### src/rtl/instr_fetch_assembler.sv
// rtl/instr_fetch_assembler.sv - byte-wide instruction fetch, assembles 32-bit words for decode
// Optional: FETCH_ISA_ID_EN diverts the first word after reset / redirect-to-0 into isa_id.
module instr_fetch_assembler #(
    parameter int                ADDR_W   = 8,
    parameter logic [ADDR_W-1:0] RESET_PC = '0
) (
    input  logic              clk,
    input  logic              rst_n,
    output logic [ADDR_W-1:0] pc_out,
    input  logic [7:0]        ic_in,
    input  logic [1:0]        lane_in,
    input  logic              branch_valid,
    input  logic [ADDR_W-1:0] branch_target,
    output logic              instr_valid,
    input  logic              instr_ready,
    output logic [31:0]       instr_word,
    output logic [ADDR_W-1:0] instr_pc,
    output logic              lane_err
`ifdef FETCH_ISA_ID_EN
    ,
    output logic [31:0]       isa_id
`endif
);

    localparam logic [ADDR_W-1:0] ALIGN_MASK = ~ADDR_W'(3);
    localparam logic [ADDR_W-1:0] START_PC   = RESET_PC & ALIGN_MASK;

    typedef enum logic {FETCH, HOLD} state_t;

    state_t            state;
    logic [1:0]        byte_cnt;
    logic [23:0]       asm_q;
    logic [ADDR_W-1:0] target_aligned;
`ifdef FETCH_ISA_ID_EN
    logic              first_q;
`endif

    assign target_aligned = branch_target & ALIGN_MASK;

    always_ff @(posedge clk or negedge rst_n) begin
        if (!rst_n) begin
            state       <= FETCH;
            pc_out      <= START_PC;
            byte_cnt    <= 2'd0;
            asm_q       <= 24'd0;
            instr_valid <= 1'b0;
            instr_word  <= 32'd0;
            instr_pc    <= '0;
            lane_err    <= 1'b0;
`ifdef FETCH_ISA_ID_EN
            isa_id      <= 32'd0;
            first_q     <= 1'b1;
`endif
        end else begin
            // Lane mismatch is only a diagnostic; capture continues regardless.
            if (state == FETCH && lane_in != byte_cnt)
                lane_err <= 1'b1;

            if (branch_valid) begin
                pc_out      <= target_aligned;
                byte_cnt    <= 2'd0;
                asm_q       <= 24'd0;
                instr_valid <= 1'b0;
                state       <= FETCH;
`ifdef FETCH_ISA_ID_EN
                first_q     <= (target_aligned == '0);
`endif
            end else begin
                case (state)
                    FETCH: begin
                        pc_out   <= pc_out + ADDR_W'(1);
                        byte_cnt <= byte_cnt + 2'd1;
                        case (byte_cnt)
                            2'd0: asm_q[7:0]   <= ic_in;
                            2'd1: asm_q[15:8]  <= ic_in;
                            2'd2: asm_q[23:16] <= ic_in;
                            default: begin
`ifdef FETCH_ISA_ID_EN
                                if (first_q) begin
                                    isa_id  <= {ic_in, asm_q};
                                    first_q <= 1'b0;
                                end else begin
                                    instr_word  <= {ic_in, asm_q};
                                    instr_pc    <= pc_out - ADDR_W'(3);
                                    instr_valid <= 1'b1;
                                    state       <= HOLD;
                                end
`else
                                instr_word  <= {ic_in, asm_q};
                                instr_pc    <= pc_out - ADDR_W'(3);
                                instr_valid <= 1'b1;
                                state       <= HOLD;
`endif
                            end
                        endcase
                    end
                    HOLD: begin
                        if (instr_valid && instr_ready) begin
                            instr_valid <= 1'b0;
                            state       <= FETCH;
                        end
                    end
                endcase
            end
        end
    end

endmodule
### config.mk
export PLATFORM = sky130hd
export DESIGN_NAME = instr_fetch_assembler
export DESIGN_NICKNAME = d
export VERILOG_FILES = /design/src/rtl/instr_fetch_assembler.sv
export SDC_FILE = /design/constraint.sdc
export NUM_CORES = 1
export LEC_CHECK = 0
export CORE_ASPECT_RATIO = 0.9
export CORE_UTILIZATION = 50
export DETAILED_ROUTE_END_ITERATION = 6
export GPL_TIMING_DRIVEN = 0
export PLACE_DENSITY = 0.82
export RECOVER_POWER = 50
export SYNTH_ARGS = -nofsm -noshare
export SYNTH_HDL_FRONTEND = slang
export SYNTH_SLANG_ARGS = --single-unit
### constraint.sdc
create_clock -name clk -period 2 [get_ports clk]
set_clock_uncertainty 0.05 [all_clocks]
set_input_delay 0.4 -clock clk [delete_from_list [all_inputs] [get_ports clk]]
set_output_delay 0.4 -clock clk [all_outputs]
set_load 0.05 [all_outputs]
==> metrics, run 1 <==
fin crit share between 90% and 100%; Syn Inst Count ~330; Mapped Nets 360; vias in the first global route between 2000 and 3000; CTS Sinks just under 80; Synth area leaders dfrtp_1 (59%), nand2_1 (13%), mux2i_1 (7.9%), nor2_1 (3.7%), o21ai_0 (2.0%); Seq/Total Area, Yosys about three fifths; Final Util between 60% and 70%; hold path start instr_word[31]$_DFFE_PN0P_; maximum vdd drop around 0.82 mV; first-pass GRT wire length 12.3 mm; top-area cell type share of the netlist area between 50% and 60%; ant diodes 0; Pleak 2.31 nW; final wirelength 7.40 mm; Worst path top cell family by delay buffers and inverters; Worst Path Max Fanout 2; Fin. Hold Viols 0; top cell type by total area after synthesis dfrtp_1; total track usage 23.5%; post-DP HPWL between 5 and 6 mm; Yosys reg bits 77; Layout area overhead 31.4%; slowest cell delay on critical path around 0.81 ns; relative slew slack ~36%; WP buf/inv 1; Vias approximately 2600; CP cell instances clkdlybuf4s50_1; row count 27; Core ar. ~0.0062 mm2; hold endpoint instr_word[31]$_DFFE_PN0P_; reg2reg end instr_word[18]$_DFFE_PN0P_; CTS tree built; Synth Cell Area about 0.0033 mm2; clk_lat worst skew about 0.35 ns; status finished clean; Worst Reg-to-Reg Cells 6; chip width 87.5 um; Setup crit start kind flop; total of max-cap violations 0; H-Tree Depth 3; die area between 0.006 and 0.007 mm2; Syn Area/Cell ~9.9 um2; Residual DRC 0; Max Clk Rate approximately 0.5 GHz; Hold Path Class reg -> reg; fin. max-slew vios 0; largest net degree at the start of global routing 40; ANT nets after route 0; Worst path slowest cell clkdlybuf4s50_1; Remaining Overflow, GRT 0; worst-margin pin slew slightly below 1 ns; CTS max path bufs 2; drt pass-1 iters 4; Cell variety after synth 31; type of the worst setup path reg -> out; Iter 0 DRT Violations 184; Syn. warnings 0; final hold slack approximately 0.43 ns; minimum clock period just under 2 ns; TritonCTS Buffers 9; hold path depth 2; Final Setup Violations 0; PwrDens 1370 mW/mm2; RR Startpoint byte_cnt[0]$_DFFE_PN0P_; commonest non-fill, non-tap cell in the layout nand2_1; RSZ-0062 raised after global routing false; Reg2Reg Setup Slack around 0.1 ns; gp weighted congestion between 0.8 and 0.9; Total Power about 5.9 mW; Clk pin slew, worst setup/hold paths approximately 0.08 ns; proportion of layout cells with a drive suffix above 1 9.00%; Port Buffers 69; nets approximately 440; initial antenna violation count 0; Root Buffer clkbuf_8; initial core utilization 52.7%; Worst EP arrival ~1.5 ns; routed len/inst around 15 um; Top-Level Pins between 70 and 80; die extent in y around 80 um; CP required 1.55 ns; CP Capture Type output pin; DR vias/cell ~5; commonest non-fill, non-tap cells in the layout nand2_1 (112), dfrtp_1 (75), clkdlybuf4s50_1 (45), nor2_1 (32), mux2i_1 (26)
==> where the power goes <==
group          switching [mW]  internal (mW)  leakage (nW)  total (mW)
Clock                   0.587          0.580        0.0960        1.17
Combinational            1.75          0.832          1.21        2.58
Sequential              0.246           1.95          1.01        2.20
==> flip-flops by register name, summed over array words and instances (netlist names) <==
register and count:
lane_err 1, byte_cnt 2, instr_word 32, instr_valid 1, asm_q 24, pc_out 8, instr_pc 8, state 1
==> worst max path at each step <==
stage	startpoint	end	slack [ns]	cells after the start
detailed placement	branch_valid	instr_word[28]$_DFFE_PN0P_	-0.44	6
finish	instr_word[21]$_DFFE_PN0P_	instr_word[21]	0.03	1
CTS	instr_word[26]$_DFFE_PN0P_	instr_word[26]	0.004	1
global route	instr_word[21]$_DFFE_PN0P_	instr_word[21]	0.0006	1
global placement	rst_n	instr_word[10]$_DFFE_PN0P_	-2.08	1
floorplan	pc_out[4]$_DFFE_PN0P_	instr_pc[7]$_DFFE_PN0P_	0.08	4
==> cell type report <==
| cell class | instances | area (um2) |
|---|---|---|
| multi-input cells | 233 | 1270 |
| inverters | 2 | 7.51 |
| fillers | 476 | 1930 |
| plain buffers | 21 | 105 |
| clock buffers | 9 | 124 |
| clock inverters | 7 | 72.6 |
| repair buffers | 73 | 709 |
| well taps | 87 | 109 |
| flip-flops and latches | 77 | 1930 |
==> per-stage QoR <==
step / instance area [um2] / TNS (ns) / setup slack (ns) / cells
5_1_grt: 4320 / 0 / 0.000568 / 509
3_5_place_dp: 4110 / -15.71 / -0.439 / 490
6_report: 4320 / 0 / 0.0349 / 509
3_3_place_gp: 4090 / -173.63 / -2.08 / 489
4_1_cts: 4320 / 0 / 0.00422 / 507
2_1_floorplan: 3290 / 0 / 0.0793 / 333
==> logic make-up (layout without fill, tap and decap cells) <==
group | count (synthesis) | count (layout) | share of synthesized area [%]
simple gates | 170 | 170 | 21.9
flops | 77 | 77 | 58.6
mux | 26 | 26 | 7.91
buf+inv | 23 | 112 | 3.23
compound gates | 21 | 21 | 3.57
xor+xnor | 11 | 11 | 2.93
fa+ha+maj | 5 | 5 | 1.90
==> cells in the mapped netlist <==
| master | instances |
|---|---|
| a21o_1 | 1 |
| mux2i_1 | 26 |
| or2_2 | 1 |
| nor3b_2 | 1 |
| nand2b_1 | 3 |
| or3_1 | 2 |
| nor2b_1 | 5 |
| clkbuf_1 | 14 |
| nand4b_1 | 2 |
| buf_1 | 1 |
| or4_1 | 3 |
| nand3b_1 | 1 |
| inv_1 | 2 |
| a31oi_1 | 2 |
| nor2_1 | 32 |
| xnor2_1 | 6 |
| a21oi_1 | 3 |
| or3b_2 | 1 |
| dfrtp_1 | 77 |
| nor3_1 | 1 |
| o21ai_0 | 13 |
| a311oi_1 | 1 |
| buf_6 | 2 |
| a2111oi_0 | 1 |
| nand4_1 | 1 |
| buf_2 | 4 |
| xor2_1 | 5 |
| nand3_1 | 4 |
| or4_4 | 1 |
| nand2_1 | 112 |
| ha_1 | 5 |
==> per-layer routing <==
metal / part of all wire [%] / global-route usage [%]
met5: 0 / 0
met3: 4.4 / 3.53
met4: 2.0 / 10.3
met1: 46 / 32.1
met2: 48 / 37.4
==> timing repair <==
action,in CTS,in global routing
endpoints found under the hold margin,38,0
setup endpoints to repair,32,61
pin swaps,0,1
hold buffers,1,0
buffers inserted,0,2
resized for setup,11,29
(Power assumes the default switching activity.)
==> inputs of run 2 (changes only) <==
- SLEW_MARGIN: default -> 10
==> results of run 2 <==
Final layout, timing and power as in run 1 (identical DEF).
==> inputs of run 3 (changes only) <==
- CTS_CLUSTER_SIZE: default -> 8
==> results of run 3 <==
Final layout, timing and power as in run 1 (identical DEF).
